--- config.mk ---
export PLATFORM = sky130hd
export DESIGN_NAME = act_stage_arbiter
export DESIGN_NICKNAME = d
export VERILOG_FILES = /design/src/rtl/act_stage_arbiter.sv
export SDC_FILE = /design/constraint.sdc
export NUM_CORES = 1
export LEC_CHECK = 0
export ABC_AREA = 1
export CAP_MARGIN = 20
export CORE_AREA = 2 2 612 614
export CTS_CLUSTER_SIZE = 8
export DETAILED_ROUTE_END_ITERATION = 7
export DIE_AREA = 0 0 614 616
export HOLD_SLACK_MARGIN = 0.12
export PLACE_DENSITY_LB_ADDON = 0.3
export SETUP_SLACK_MARGIN = 0.3
export SYNTH_ARGS = -nofsm -noshare
export SYNTH_HDL_FRONTEND = slang
export SYNTH_SLANG_ARGS = --single-unit
--- constraint.sdc ---
create_clock -name clk -period 26.3 [get_ports clk]
set_input_delay 3.945 -clock clk [delete_from_list [all_inputs] [get_ports clk]]
set_output_delay 3.945 -clock clk [all_outputs]
set_load 0.01 [all_outputs]
--- src/rtl/act_stage_arbiter.sv ---
// Round-robin burst arbiter in front of a shared 1-cycle ReLU unit.
// In-flight beats are tracked locally and results land in a 2-entry FWFT FIFO.
module act_stage_arbiter #(
    parameter int NUM_REQ = 3,
    parameter int LANES   = 16,
    parameter int DW      = 16,
    parameter int IDW     = 2
) (
    input  logic                        clk,
    input  logic                        reset,
    input  logic [NUM_REQ-1:0]          req_valid,
    input  logic [NUM_REQ*LANES*DW-1:0] req_data,
    input  logic [NUM_REQ-1:0]          req_last,
    output logic [NUM_REQ-1:0]          req_ready,
    output logic                        relu_valid_in,
    output logic [LANES*DW-1:0]         relu_data_in,
    input  logic [LANES*DW-1:0]         relu_data_out,
    output logic                        m_valid,
    output logic [LANES*DW-1:0]         m_data,
    output logic [IDW-1:0]              m_id,
    output logic                        m_last,
    input  logic                        m_ready,
    output logic [IDW-1:0]              grant_id,
    output logic                        busy
);
    localparam int BW = LANES * DW;

    typedef enum logic {
        S_IDLE   = 1'b0,
        S_STREAM = 1'b1
    } state_t;

    state_t           r_state;
    state_t           w_state_nxt;
    logic [IDW-1:0]   r_grant;
    logic [IDW-1:0]   w_grant_nxt;
    logic [IDW-1:0]   r_rr;
    logic [IDW-1:0]   w_rr_nxt;
    logic [IDW-1:0]   w_pick;
    logic             w_pick_vld;
    int               w_best;

    logic [BW-1:0]    w_sel_data;
    logic             w_sel_valid;
    logic             w_sel_last;
    logic [BW-1:0]    r_hold_data;
    logic             w_space_ok;
    logic             w_accept;
    logic             w_pop;
    logic [2:0]       w_occ;

    logic             r_inflight;
    logic [IDW-1:0]   r_tag_id;
    logic             r_tag_last;

    logic [BW-1:0]    r_fifo_data [2];
    logic [IDW-1:0]   r_fifo_id   [2];
    logic             r_fifo_last [2];
    logic             r_wr_ptr;
    logic             r_rd_ptr;
    logic [1:0]       r_count;

    function automatic int rr_dist(input int r, input int base);
        return (r >= base) ? (r - base) : (r + NUM_REQ - base);
    endfunction

    // Pick the valid requester with the smallest distance at/after the rr pointer.
    always_comb begin
        w_pick     = '0;
        w_pick_vld = 1'b0;
        w_best     = NUM_REQ;
        for (int r = 0; r < NUM_REQ; r++) begin
            if (req_valid[r] && (rr_dist(r, int'(r_rr)) < w_best)) begin
                w_best     = rr_dist(r, int'(r_rr));
                w_pick     = IDW'(r);
                w_pick_vld = 1'b1;
            end
        end
    end

    always_comb begin
        w_sel_data  = '0;
        w_sel_valid = 1'b0;
        w_sel_last  = 1'b0;
        for (int r = 0; r < NUM_REQ; r++) begin
            if (r_grant == IDW'(r)) begin
                w_sel_data  = req_data[r*BW +: BW];
                w_sel_valid = req_valid[r];
                w_sel_last  = req_last[r];
            end
        end
    end

    // A pop in this cycle frees a slot immediately, which sustains 1 beat/cycle.
    assign w_pop      = m_valid & m_ready;
    assign w_occ      = 3'(r_count) + 3'(r_inflight) - 3'(w_pop);
    assign w_space_ok = (w_occ < 3'd2);

    always_comb begin
        req_ready = '0;
        for (int r = 0; r < NUM_REQ; r++) begin
            req_ready[r] = (r_state == S_STREAM) && (r_grant == IDW'(r)) && w_space_ok;
        end
    end

    assign w_accept      = (r_state == S_STREAM) && w_sel_valid && w_space_ok;
    assign relu_valid_in = w_accept;
    assign relu_data_in  = w_accept ? w_sel_data : r_hold_data;

    always_comb begin
        w_state_nxt = r_state;
        w_grant_nxt = r_grant;
        w_rr_nxt    = r_rr;
        case (r_state)
            S_IDLE: begin
                if (w_pick_vld) begin
                    w_grant_nxt = w_pick;
                    w_state_nxt = S_STREAM;
                end
            end
            S_STREAM: begin
                if (w_accept && w_sel_last) begin
                    w_state_nxt = S_IDLE;
                    w_rr_nxt    = (r_grant == IDW'(NUM_REQ - 1)) ? '0 : r_grant + 1'b1;
                end
            end
            default: w_state_nxt = S_IDLE;
        endcase
    end

    always_ff @(posedge clk) begin
        if (reset) begin
            r_state     <= S_IDLE;
            r_grant     <= '0;
            r_rr        <= '0;
            r_inflight  <= 1'b0;
            r_hold_data <= '0;
            r_wr_ptr    <= 1'b0;
            r_rd_ptr    <= 1'b0;
            r_count     <= '0;
        end else begin
            r_state    <= w_state_nxt;
            r_grant    <= w_grant_nxt;
            r_rr       <= w_rr_nxt;
            r_inflight <= w_accept;
            if (w_accept) begin
                r_hold_data <= w_sel_data;
            end
            if (r_inflight) begin
                r_wr_ptr <= ~r_wr_ptr;
            end
            if (w_pop) begin
                r_rd_ptr <= ~r_rd_ptr;
            end
            r_count <= r_count + 2'(r_inflight) - 2'(w_pop);
        end
    end

    // Tag and FIFO payload need no reset; validity comes from r_inflight / r_count.
    always_ff @(posedge clk) begin
        if (w_accept) begin
            r_tag_id   <= r_grant;
            r_tag_last <= w_sel_last;
        end
        if (r_inflight) begin
            r_fifo_data[r_wr_ptr] <= relu_data_out;
            r_fifo_id[r_wr_ptr]   <= r_tag_id;
            r_fifo_last[r_wr_ptr] <= r_tag_last;
        end
    end

    assign m_valid  = (r_count != 2'd0);
    assign m_data   = m_valid ? r_fifo_data[r_rd_ptr] : '0;
    assign m_id     = m_valid ? r_fifo_id[r_rd_ptr] : '0;
    assign m_last   = m_valid & r_fifo_last[r_rd_ptr];
    assign grant_id = r_grant;
    assign busy     = (r_state != S_IDLE) | r_inflight | m_valid;

endmodule
* Word-level counts from Yosys, hierarchy flattened
Memories as Yosys holds them, arrays and structs flattened. A register that Yosys moved wholly into a read port is not among the register bits.
Index checks and enable logic that the tools add are counted.
** Storage, ports and cells
- Bits in registers :: 269
- Memory bits (writable) :: 518
- Bits of input ports :: 1033
- Word-level logic and storage cells :: 90
- Memories kept :: 3
** Memory list
- r_fifo_data :: depth 2, width 256, rd ports 1, clocked after memory_dff 1, write ports 1, RTL line 56 : logic [BW-1:0] r_fifo_data [2];
- r_fifo_id :: depth 2, width 2, rd ports 1, clocked after memory_dff 1, write ports 1, RTL line 57 : logic [IDW-1:0] r_fifo_id [2];
- r_fifo_last :: depth 2, width 1, rd ports 1, clocked after memory_dff 1, write ports 1, RTL line 58 : logic r_fifo_last [2];
** Operators by class
- Add/subtract/negate cells :: 11
- $lt $le $gt $ge :: 7
- Equal/unequal tests :: 2
- Multiplexer cells :: 34
- Bitwise logic cells :: 7
- Reductions and logical operators :: 16
** Operators with widths (number)
- $mux W256 :: 5
- $mux W32 :: 5
- $lt A32 B32 Y1 :: 2
- $lt A32 B3 Y1 const B :: 1
- $mux W1 :: 20
- $logic_and A1 B1 Y1 :: 12
- $sub A3 B2 Y4 const A :: 2
- $mux W2 :: 3
- $sub A1 B2 Y3 const A :: 2
- $sub A2 B2 Y3 const A :: 2
- $ge A1 B2 Y1 const A :: 2
- $reduce_and A2 Y1 :: 2
- $add A2 B1 Y3 :: 1
- $lt A3 B2 Y1 const B :: 1
- $not A1 Y1 :: 3
- $sub A3 B1 Y3 :: 1
- $add A2 B1 Y2 :: 1
- $add A2 B1 Y2 const B :: 1
- $and A1 B1 Y1 :: 2
- $eq A2 B1 Y1 const B :: 1
- $eq A2 B2 Y1 const B :: 1
- $ge A2 B2 Y1 const A :: 1
- $logic_not A2 Y1 :: 1
- $or A1 B1 Y1 :: 2
- other kinds (3) :: 3

* Longest topological paths before layout
- Depth after elaboration :: 13
- Gate-level depth with buffers :: 20

* Least setup slack after synthesis
Ideal clock, no wire load.
- Kind :: flip-flop to flip-flop
- Start point :: reg r_inflight
- End point :: mem r_fifo_data[0][0] (netlist bit), enable pin
- Arrival :: 11.202 ns
- Path slack :: 14.211 ns
- Stages on the path, launching flop included :: 3
- Path buffers :: 0
- Path through :: dfxtp_1 -> inv_1 -> nor2_1
** On the way
- Word-level cells in the longest chain between the ends :: 2
** RTL lines
- from (decl) :: RTL line 52 : logic r_inflight;
- from (signal assigned) :: RTL line 145 : r_inflight <= w_accept;
- $mux W1 :: RTL line 165 : if (r_inflight) begin
- $mux W1 (implied by the code) :: RTL line 166 : r_fifo_data[r_wr_ptr] <= relu_data_out;
- to (decl) :: RTL line 56
Every way passes these cells.

* Final worst setup path
- Start point :: in m_ready
- End point :: out relu_data_in[240]
** On the way
- Word-level cells in the longest chain between the ends :: 5
** RTL lines
- from (decl) :: RTL line 22 : input logic m_ready,
- $and A1 B1 Y1 :: RTL line 95 : assign w_pop = m_valid & m_ready;
- via w_pop :: RTL line 49 : logic w_pop;
- $sub A3 B1 Y3 :: RTL line 96 : assign w_occ = 3'(r_count) + 3'(r_inflight) - 3'(w_pop);
- $lt A3 B2 Y1 :: RTL line 97 : assign w_space_ok = (w_occ < 3'd2);
- $logic_and A1 B1 Y1 :: RTL line 106 : assign w_accept = (r_state == S_STREAM) && w_sel_valid && w_space_ok;
- $mux W256
- to (decl) :: RTL line 16 : output logic [LANES*DW-1:0] relu_data_in,
The timed path passes the listed nets, and every way through them passes these cells.

==> out/metrics.cfg <==
[run_status]
status = completed

[critical_path]
cp_data_arrival_time_ns = 9.64
r2r_cells = 19
crit_start = m_ready
rrSetupSlack_ns = 20.76
r2r-end = r_hold_data[207]$_SDFF_PP0_
worstPathRequired_ns = 22.35
crit_path_start_kind = primary input
r2r-start = r_count[1]$_SDFF_PP0_
worstPathMaxFanout = 114
cp-end-kind = output pin
worstSetupEndpoint = relu_data_in[240]
critPathKind = in2out

[die]
dieArea_um2 = 378000
die_w_um = 614
ios = 1556
row_count = 224
core_area_um2 = 371000
fp.dieH_um = 616
initial_core_util = 0.0929

[timing]
setup_viol = 0
fmax_ghz = 0.0736
fin_ws_ns = 12.71
period_needed_ns = 13.59
fin_setup_tns_ns = 0
post-route-period-util = 0.517
drv_slew = 0
hold_viol = 0
maxSlewHeadroom = 0.170
fin_skew_ns = 0.0931
worst_pin_slew_ns = 1.25
rsz0062_at_grt = no

[final_layout]
layout_commonest_cell = nand2_1
final_cell_mix = nand2_1, clkdlybuf4s50_1, edfxtp_1
regArea_um2 = 21000
area_delta_synth_final_pct = 71.5
final_util = 0.159
fillCellCount = 42000
multi_input_area_um2 = 11800
drive_gt1_frac = 0.0440
fin_nets = 6551

[logic_synthesis]
synthTopCellsByArea = edfxtp_1, nand2_1, dfxtp_1, a21oi_1, nand3_1
syn_area_um2 = 34500
synth_compound_area_frac = 0.0791
muxShareOfSynthArea = 0
avgSynthCellArea_um2 = 8.53
yosysTopAreaCell = edfxtp_1
synth_cell_types = 21
synth.yosys.seq_area_share = 0.609
synthAdderAreaFrac = 0.00493
yosys.area_share.xor_xnor = 0
ys_seq_elements = 788
syn_inst = 4043
yosys.area.top_type_share = 0.454
synthesis.nets = 5089
yosys_warnings = 0
synthSimpleGateAreaFrac = 0.258
synth_top_family_by_area = simple AND/OR/NAND/NOR gates

[detailed_routing]
totalWireLength_um = 283000
wl_per_cell_um = 26.8
first_pass_iters = 5
postRouteAntennaNets = 0
num_vias = 35500
remaining_drc_errors = 0
via_per_inst = 3.35
dr.first_iter.drc_count = 2315

[global_routing]
grt_start_max_net_pins = 123
grt_pass1_wl_um = 361000
groute.usage.overall = 0.144
grt_pass1_vias = 35500
grt_overflow = 0
antenna_found_initial = 238

[clock_tree]
insertion_delay_ns = 0.89
cts_resized = 0
clock_sinks = 788
clockBufferDepth = 4
clk_pin_slew_ns = 0.05
root_buffer = clkbuf_16
h-tree-depth = 3
numCtsBuffers = 119
hold_buffers = 0
cts_setup_buffers = 0
cts_tree = yes

[power_and_ir_drop]
finalPower_w = 0.00571
p_leak_nw = 21.1
powerDensity_nw_per_um2 = 96.5
peakVddDrop_uv = 82.6

[place]
gp_congestion = 0.965
post-place-ws_ns = 12.56
portBuffers = 1555
hpwl_um = 234000

[min_path]
holdCritPathClass = reg2reg

[job]
cap_violations = 0

[metrics by stage]
stage	instances	area (µm²)	hold WS (ns)
2_1_floorplan	4043	34500	0.421
3_3_place_gp	10400	55700	0.423
3_5_place_dp	10400	55700	0.435
4_1_cts	10500	59100	0.442
5_1_grt	10500	59100	0.462
6_report	10600	59200	0.444
[cells by family after synthesis]
family	after synthesis
and+or+nand+nor	2265
DFF	788
AOI/OAI and AO/OA	538
buffers and inverters	439
adders and majority gates	13
[layer usage]
| layer | vias up | global-route usage | part of all wire |
|---|---|---|---|
| met2 | 1572 | 0.275 | 0.53 |
| met3 | 580 | 0.0559 | 0.088 |
| met1 | 17100 | 0.143 | 0.35 |
| li1 | 16100 | - | - |
| met4 | 98 | 0.0355 | 0.031 |
| met5 | - | 0 | 0.0024 |
[cell type report]
| type | count | share of cell area |
|---|---|---|
| multi-input combinational | 2816 | 0.200 |
| tap | 4972 | 0.105 |
| antenna | 37 | 0.00157 |
| inverter | 185 | 0.0121 |
| sequential | 788 | 0.355 |
| clock buffer | 167 | 0.0549 |
| clock inverter | 13 | 0.00233 |
| timing repair buffer | 1595 | 0.269 |
[worst min path at each step]
| stage | start | to | slack [ns] | cells after the start |
|---|---|---|---|---|
| 2_1_floorplan | r_tag_id[0]$_DFFE_PP_ | r_fifo_id[0][0]$_DFFE_PP_ | 0.42 | 0 |
| 3_3_place_gp | r_tag_last$_DFFE_PP_ | r_fifo_last[0]$_DFFE_PP_ | 0.42 | 0 |
| 3_5_place_dp | r_tag_last$_DFFE_PP_ | r_fifo_last[0]$_DFFE_PP_ | 0.43 | 0 |
| 4_1_cts | r_tag_last$_DFFE_PP_ | r_fifo_last[1]$_DFFE_PP_ | 0.44 | 0 |
| 5_1_grt | r_tag_last$_DFFE_PP_ | r_fifo_last[1]$_DFFE_PP_ | 0.46 | 0 |
| 6_report | r_tag_last$_DFFE_PP_ | r_fifo_last[0]$_DFFE_PP_ | 0.44 | 0 |
[state kept, by name (all words and copies together) (netlist names), 2 cells and up, named ones only]
| signal | flops |
|---|---|
| r_hold_data | 256 |
| r_fifo_data | 512 |
| r_count | 2 |
| r_fifo_id | 4 |
| r_fifo_last | 2 |
| r_rr | 2 |
| grant_id | 2 |
| r_tag_id | 2 |
[critical path, cell delays in order]
cell	delay [ns]
clkdlybuf4s50_1	0.48
nand2_1	0.06
inv_1	0.10
ha_1	0.24
inv_1	0.06
ha_1	0.13
inv_1	0.06
fa_1	0.53
o21a_1	0.12
nand3_1	0.13
inv_1	0.13
nand2_4	0.30
inv_8	0.66
buf_4	0.79
buf_4	0.70
or2_2	0.22
o21ai_0	0.12
inv_1	0.11
clkdlybuf4s50_1	0.54
[synthesized netlist by cell type (all sizes together)]
| cell type | number |
|---|---|
| nand2 | 1880 |
| edfxtp | 521 |
| a21oi | 435 |
| dfxtp | 267 |
| nand3 | 254 |
| clkbuf | 214 |
| inv | 185 |
| nor2 | 104 |
| o21ai | 93 |
| buf | 40 |
| or2 | 24 |
| ha | 12 |
| a31o | 8 |
| nor3 | 3 |
| fa | 1 |
| o21a | 1 |
| o221ai | 1 |
[where the power goes]
group	leakage, nW	switching (W)	total (W)	internal (W)
combinational	12.6	0.00167	0.00270	0.00103
clock	1.64	0.000606	0.00145	0.000843
sequential	6.88	0.0000498	0.00156	0.00151
total	21.1	0.00233	0.00571	0.00338
(Power assumes the default switching activity.)
